File: config.mk
export PLATFORM = sky130hd
export DESIGN_NAME = decoder_pipe
export DESIGN_NICKNAME = d
export VERILOG_FILES = /design/src/rtl/decoder_pipe_pkg.sv /design/src/rtl/decoder_pipe_onehot_decoder.sv /design/src/rtl/decoder_pipe.sv
export SDC_FILE = /design/constraint.sdc
export NUM_CORES = 1
export LEC_CHECK = 0
export BUFFER_PORTS_ARGS = -buffer_cell sky130_fd_sc_hd__buf_2
export CAP_MARGIN = 40
export CORE_MARGIN = 3
export CORE_UTILIZATION = 30
export DETAILED_ROUTE_END_ITERATION = 10
export GPL_TIMING_DRIVEN = 0
export PLACE_DENSITY_LB_ADDON = 0.25
export SLEW_MARGIN = 20
export SYNTH_ARGS = -nofsm -noshare
export SYNTH_HDL_FRONTEND = slang
export SYNTH_HIERARCHICAL = 1
export SYNTH_SLANG_ARGS = --single-unit
File: constraint.sdc
create_clock -name clk -period 3.2 [get_ports clk]
set_input_delay 0.64 -clock clk [delete_from_list [all_inputs] [get_ports clk]]
set_output_delay 0.64 -clock clk [all_outputs]
set_load 0.05 [all_outputs]
File: src/rtl/decoder_pipe_pkg.sv
// dec_pkg: shared types and defaults for the decoder_pipe block.
//   dec_types#(NUM_OUT)::dec_beat_t  - one stored beat: decoded vector plus range-error flag.
//   DEC_DEFAULT_NUM_OUT              - default output count (32 register write enables).
package dec_pkg;

  localparam int DEC_DEFAULT_NUM_OUT = 32;

  // The beat width follows NUM_OUT, so the struct is wrapped in a parameterised class
  // and each user picks it up as dec_types#(NUM_OUT)::dec_beat_t.
  virtual class dec_types #(parameter int NUM_OUT = DEC_DEFAULT_NUM_OUT);
    typedef struct packed {
      logic [NUM_OUT-1:0] onehot;
      logic               err;
    } dec_beat_t;
  endclass

endpackage

File: src/rtl/decoder_pipe_onehot_decoder.sv
// onehot_decoder: combinational select-to-one-hot decoder with range-error detection.
// Ports:
//   sel    in   SEL_W    index to decode
//   en     in   1        enable; 0 forces an all-zero vector and no error
//   onehot out  NUM_OUT  bit sel set iff en && sel < NUM_OUT
//   err    out  1        en && sel >= NUM_OUT
// Optional feature: DECODER_PIPE_ZERO_MASK_EN forces bit 0 low for every beat
// (register x0 is never written) without raising err.
module onehot_decoder #(
  parameter int NUM_OUT = 32,
  parameter int SEL_W   = $clog2(NUM_OUT)
) (
  input  logic [SEL_W-1:0]   sel,
  input  logic               en,
  output logic [NUM_OUT-1:0] onehot,
  output logic               err
);

  always_comb begin
    onehot = '0;
    for (int i = 0; i < NUM_OUT; i++) begin
      onehot[i] = en && (int'(sel) == i);
    end
`ifdef DECODER_PIPE_ZERO_MASK_EN
    onehot[0] = 1'b0;
`endif
    // Always false when NUM_OUT == 2**SEL_W.
    err = en && (int'(sel) >= NUM_OUT);
  end

endmodule

File: src/rtl/decoder_pipe.sv
// decoder_pipe: pipelined one-hot decoder with valid/ready on both sides, a registered
// output stage (OUT) and a one-entry skid register (SKID) for full throughput under
// backpressure, plus sticky and saturating range-error reporting.
// Ports:
//   clk        in   1        rising-edge clock
//   rst        in   1        synchronous active-high reset
//   in_valid   in   1        input beat valid
//   in_ready   out  1        block can accept a beat (registered, = !skid_full)
//   in_sel     in   SEL_W    index to decode
//   in_en      in   1        enable; 0 decodes to all-zero
//   out_valid  out  1        output beat valid
//   out_ready  in   1        downstream accepts the beat
//   out_onehot out  NUM_OUT  decoded vector
//   out_err    out  1        beat had in_en=1 and in_sel>=NUM_OUT
//   err_sticky out  1        set by any accepted error beat, cleared by rst
//   err_count  out  CNT_W    accepted error beats, saturating
// Optional feature: DECODER_PIPE_ZERO_MASK_EN (applied inside onehot_decoder).
module decoder_pipe
  import dec_pkg::*;
#(
  parameter int NUM_OUT = DEC_DEFAULT_NUM_OUT,
  parameter int SEL_W   = $clog2(NUM_OUT),
  parameter int CNT_W   = 8
) (
  input  logic               clk,
  input  logic               rst,
  input  logic               in_valid,
  output logic               in_ready,
  input  logic [SEL_W-1:0]   in_sel,
  input  logic               in_en,
  output logic               out_valid,
  input  logic               out_ready,
  output logic [NUM_OUT-1:0] out_onehot,
  output logic               out_err,
  output logic               err_sticky,
  output logic [CNT_W-1:0]   err_count
);

  typedef dec_types#(NUM_OUT)::dec_beat_t beat_t;

  function automatic logic [CNT_W-1:0] sat_inc(input logic [CNT_W-1:0] c);
    return (&c) ? c : c + 1'b1;
  endfunction

  logic [NUM_OUT-1:0] dec_onehot_p0;
  logic               dec_err_p0;
  beat_t              dec_p0;
  beat_t              out_p1;
  beat_t              skid_p1;
  logic               vld_p1;
  logic               skid_vld_p1;
  logic               rdy_p1;
  logic [CNT_W-1:0]   cnt_p1;
  logic               sticky_p1;

  logic accept;
  logic out_free;
  logic vld_n;
  logic skid_vld_n;
  logic load_out_skid;
  logic load_out_in;
  logic load_skid;

  // ---- p0: decode ahead of the registers ----
  onehot_decoder #(
    .NUM_OUT (NUM_OUT),
    .SEL_W   (SEL_W)
  ) u_dec (
    .sel    (in_sel),
    .en     (in_en),
    .onehot (dec_onehot_p0),
    .err    (dec_err_p0)
  );

  assign dec_p0 = {dec_onehot_p0, dec_err_p0};

  assign accept   = in_valid && rdy_p1;
  assign out_free = !vld_p1 || out_ready;

  // SKID only fills while OUT is held, and in_ready is low whenever SKID is full, so a
  // SKID-to-OUT move never coincides with a new accept.
  always_comb begin
    vld_n         = vld_p1;
    skid_vld_n    = skid_vld_p1;
    load_out_skid = 1'b0;
    load_out_in   = 1'b0;
    load_skid     = 1'b0;
    if (out_free) begin
      if (skid_vld_p1) begin
        vld_n         = 1'b1;
        skid_vld_n    = 1'b0;
        load_out_skid = 1'b1;
      end else begin
        vld_n       = accept;
        load_out_in = accept;
      end
    end else if (accept) begin
      skid_vld_n = 1'b1;
      load_skid  = 1'b1;
    end
  end

  // ---- p1: OUT / SKID registers and error counters ----
  always_ff @(posedge clk) begin
    if (rst) begin
      vld_p1      <= 1'b0;
      skid_vld_p1 <= 1'b0;
      rdy_p1      <= 1'b0;
      sticky_p1   <= 1'b0;
      cnt_p1      <= '0;
    end else begin
      vld_p1      <= vld_n;
      skid_vld_p1 <= skid_vld_n;
      rdy_p1      <= !skid_vld_n;
      if (accept && dec_err_p0) begin
        sticky_p1 <= 1'b1;
        cnt_p1    <= sat_inc(cnt_p1);
      end
    end
  end

  always_ff @(posedge clk) begin
    if (load_out_skid) begin
      out_p1 <= skid_p1;
    end else if (load_out_in) begin
      out_p1 <= dec_p0;
    end
    if (load_skid) begin
      skid_p1 <= dec_p0;
    end
  end

  // Payload registers carry no reset; qualifying with valid keeps the outputs at zero
  // after reset and whenever no beat is presented.
  assign out_valid  = vld_p1;
  assign in_ready   = rdy_p1;
  assign out_onehot = vld_p1 ? out_p1.onehot : '0;
  assign out_err    = vld_p1 && out_p1.err;
  assign err_sticky = sticky_p1;
  assign err_count  = cnt_p1;

endmodule
# --- Word level (Yosys, flattened, before mapping) ---
# Index checks and enable logic that the tools add are counted.
word_totals:
  regBits: 67
  input_bits: 10
  out_inout_bits: 44
  word_cells: 86
op_classes:
  eq_ne: 31
  n_mux: 12
  reduce_logical: 38
ops:
  columns: ["op", "n"]
  rows:
  - ["5-bit == test, second input constant", 16]
  - ["33-bit two-way mux", 2]
  - ["5-bit by 4-bit == test with 1-bit output, second input constant", 8]
  - ["1-bit logical AND", 33]
  - ["32-bit two-way mux", 1]
  - ["5-bit by 3-bit == test with 1-bit output, second input constant", 4]
  - ["5-bit by 2-bit == test with 1-bit output, second input constant", 2]
  - ["1-bit two-way mux", 9]
  - ["5-bit by 1-bit == test with 1-bit output, second input constant", 1]
  - ["5-bit zero test", 1]
  - ["1-bit zero test", 2]
  - ["2-bit nonzero test", 1]
  - ["1-bit logical OR", 1]

# --- Longest topological paths before layout ---
depth:
  word_depth: 5
  ltp_mapped: 5
  depth_no_buf: 4

# --- Modules after synthesis ---
# Netlist, hierarchy kept.
by_module_without_submodules:
  columns: ["mod", "instances", "cells_each", "area_per_inst_um2", "seq_area_each_um2"]
  rows:
  - ["decoder_pipe", 1, 205, 3248.1, 2222.1]
  - ["onehot_decoder", 1, 49, 241.5, 0.0]

# --- Worst setup path after synthesis ---
# No wires, ideal clock.
synth_timing:
  path_type: "flip-flop to flip-flop"
  startpoint: "register rdy_p1 (netlist: in_ready)"
  endpoint: "register, netlist name out_p1[0]"
  setup_time_ns: 0.434
  t_arrival_ns: 2.568
  required_ns: 2.766
  setup_slack_ns: 0.198
  path_stages_with_launch: 3
  path_buffers: 0
  synth_period_minus_slack_ns: 3.002
  path_cell_list: "dfxtp_1 -> a21oi_1 -> a21oi_1"
synth_lines:
  columns: ["item", "line", "source"]
  rows:
  - ["start: declaration", "decoder_pipe.sv:52", "logic rdy_p1;"]
  - ["start signal: assignment", "decoder_pipe.sv:114", "rdy_p1 <= !skid_vld_n;"]

# --- Worst setup path after layout ---
layout_timing:
  startpoint: "register vld_p1 (netlist: out_valid)"
  endpoint: "output out_onehot[29]"
layout_via:
  elab_chain_len: 1
layout_rtl:
  columns: ["item", "line", "source"]
  rows:
  - ["start: declaration", "decoder_pipe.sv:50", "logic vld_p1;"]
  - ["start signal: assignment", "decoder_pipe.sv:112", "vld_p1 <= vld_n;"]
  - ["32-bit two-way mux", "decoder_pipe.sv:137", "assign out_onehot = vld_p1 ? out_p1.onehot : '0;"]
  - ["end: declaration", "decoder_pipe.sv:33", "output logic [NUM_OUT-1:0] out_onehot,"]
# Every way passes these cells.

==> impl_metrics.tcl <==
set metrics [dict create \
    drive_above_1_share_pct 36.31 \
    cts_hold_buf 0 \
    grt_pass1_vias 2125 \
    tightest_slew_ps 634.8 \
    gr-max-usage-layer "met2" \
    synth_cell_type_count 38 \
    synth_area_per_cell_sq_um 13.74 \
    fp.dieArea_sq_um 12960 \
    synth.most_common_cell "edfxtp_1" \
    yosys_warnings 6 \
    dieHeight_um 113.9 \
    drtPass1Iterations 4 \
    hold_class "flop to flop" \
    post_drt_wl_per_cell_um 14.74 \
    dpl.hpwl_um 4793 \
    ys_top_cells_by_count "edfxtp_1 (66), nor2_1 (41), and2_1 (34)" \
    fin_skew_ps 6.154 \
    cts_setup_buffers 0 \
    final_area_sq_um 4327 \
    grt_remaining_overflow 0 \
    grtUsageMet2_pct 17.51 \
    cts_tree "built" \
    async_reset_ff_share_pct 0 \
    rsz0062_at_grt "false" \
    synth_cells 254 \
    slew-limit-headroom_pct 57.59 \
    clk_pin_slew_worst_paths_ps 60 \
    grt_pass1_wl_um 10990 \
    routed_wl_um 6855 \
    report.final.slew_viol_count 0 \
    synth.area.top_cells "edfxtp_1 (57%), mux2_2 (11%), dfxtp_1 (6.9%)" \
    ant_nets 0 \
    grt_usage_pct 11.04 \
    max-clock-path-buffers 2 \
    synth_flop_cell "edfxtp_1" \
    setup.worst_path.start_class "flop" \
    synth_top_area_share_pct 56.79 \
    via_count 2132 \
    coreArea_sq_um 11080 \
    critical-path-max-stage-delay_ps 570 \
    gp_congestion 0.7540 \
    grt_max_degree 28 \
    setup_slack_ps 828.0 \
    n_antenna_cell 0 \
    end_kind "primary output" \
    r2r_cells 3 \
    cp_data_required_time_ps 2560 \
    cts_buffers 9 \
    io_buffers 53 \
    yosys_register_bits 78 \
    area_growth_pct 23.99 \
    dpl_cell_area_sq_um 3996 \
    fmax_mhz 421.6 \
    crit_type "flop to primary output" \
    min_period_ps 2372 \
    yosysSeqAreaShare_pct 63.68 \
    synth_largest_area_cell "edfxtp_1" \
    pre_cts_ws_ps 1094 \
    use_met3_pct 2.440 \
    syn-cell-area_sq_um 3490 \
    status "finished, final reports clean" \
    synth_edf_count 66 \
    ctsResizeCount 0 \
    die_w_um 113.9 \
    viasPerCell 4.585 \
    cp_num_buf_inv 2 \
    worst-path-max-fanout 10 \
    crit_arrival_ps 1730 \
    power_density_nw_per_um2 564.9 \
    crit_cells 3 \
    critPathSlowestCell "dfxtp_1" \
    syn_nets 265 \
    ctsHtreeMaxLevel 3 \
    root_buffer "clkbuf_16" \
    max-vdd-ir-drop_mv 0.3826 \
    use_met1_pct 14.08 \
    dpl.cell_count 449 \
    crit_family "buffers and inverters" \
    row_count 38 \
    holdPathStages 2 \
    period_share_pct 74.12 \
    pin_count 54 \
    leakagePower_nw 1.630 \
    finalHoldViolations 0 \
    path_cells "clkbuf_1 > and2_1 > buf_2" \
    antenna_found_initial 0 \
    insertion_delay_ps 330 \
    start_util_pct 31.50 \
    finalNonFillerCells 465 \
    maxCapViolCount 0 \
    drc 0 \
    clock-sinks 78 \
    drt_iter0_drc 54 \
    setup_viol 0 \
    nets 331 \
]
-- where the power goes --
group,internal (mW),leakage [nW],switching [mW]
registers,1.13,0.647,0.0107
logic,0.0491,0.824,0.130
clock network,0.757,0.159,0.371
total,1.93,1.63,0.512
-- logic make-up after synthesis --
group                    Yosys count  share of synthesized area (%)
AO/OA/AOI/OAI                     14                          3.299
buffers and inverters             15                          2.797
multiplexers                      37                          12.23
flip-flops                        78                          63.68
other                              1                         0.1075
adder cells (fa/ha/maj)            1                         0.3585
AND/OR/NAND/NOR                  108                          17.53
-- cell usage in the layout, fill, tap and decap left out, drive strengths merged, types with 3 or more instances in the layout --
master and instances:
nor2b 4, nor2 41, and4 3, nand4bb 3, nand2b 5, a21oi 6
mux2 36, buf 61, and2 34, edfxtp 66, nand2 3, bufinv 3
nand4b 3, clkbuf 18, dfxtp 12, nand4 3
-- worst min-delay path: stages, from the launching register on --
cell and delay, ps:
dfxtp_1 330, nor2_1 50, nor2_1 70
-- flip-flops by register name, summed over array words and instances (netlist names) --
register	count
err_count	8
err_sticky	1
in_ready	1
out_p1	33
out_valid	1
skid_p1	33
skid_vld_p1	1
-- area by class of cell --
class	count	area (sq um)
Sequential cell	78	2222
Tap cell	140	175.2
Multi-Input combinational cell	161	1189
Buffer	13	90.09
Timing Repair Buffer	55	312.8
Clock inverter	5	97.59
Fill cell	1036	6751
Clock buffer	11	232.7
Inverter	2	7.507
-- metal layers --
metal	part of all wire, %	vias to the layer above	wire length (um)
li1	-	1065	-
met1	45	1014	3067
met2	49	40	3331
met3	4.3	13	295
met4	2.3	0	160
met5	0	-	0
-- final timing paths --
| path | from | endpoint | slack, ps |
|---|---|---|---|
| setup / recovery | out_valid | out_onehot[29] | 830 |
| setup reg to reg | out_valid | out_p1[17] | 1380 |
| hold / removal | err_sticky | err_sticky | 470 |
| hold reg to reg | err_sticky | err_sticky | 470 |
-- metrics by stage --
| stage | TNS (ps) | total power [mW] | utilization, % | hold slack (ps) |
|---|---|---|---|---|
| 2_1_floorplan | 0 | 1.280 | - | 524.6 |
| 3_3_place_gp | -31750 | 1.331 | 35.48 | 452.2 |
| 3_5_place_dp | 0 | 1.340 | 36.07 | 465.7 |
| 4_1_cts | 0 | 2.476 | 39.06 | 479.6 |
| 5_1_grt | 0 | 2.527 | 39.06 | 506.2 |
| 6_report | 0 | 2.444 | 39.06 | 471.1 |
Note: power is estimated with default switching activity, not from simulation.
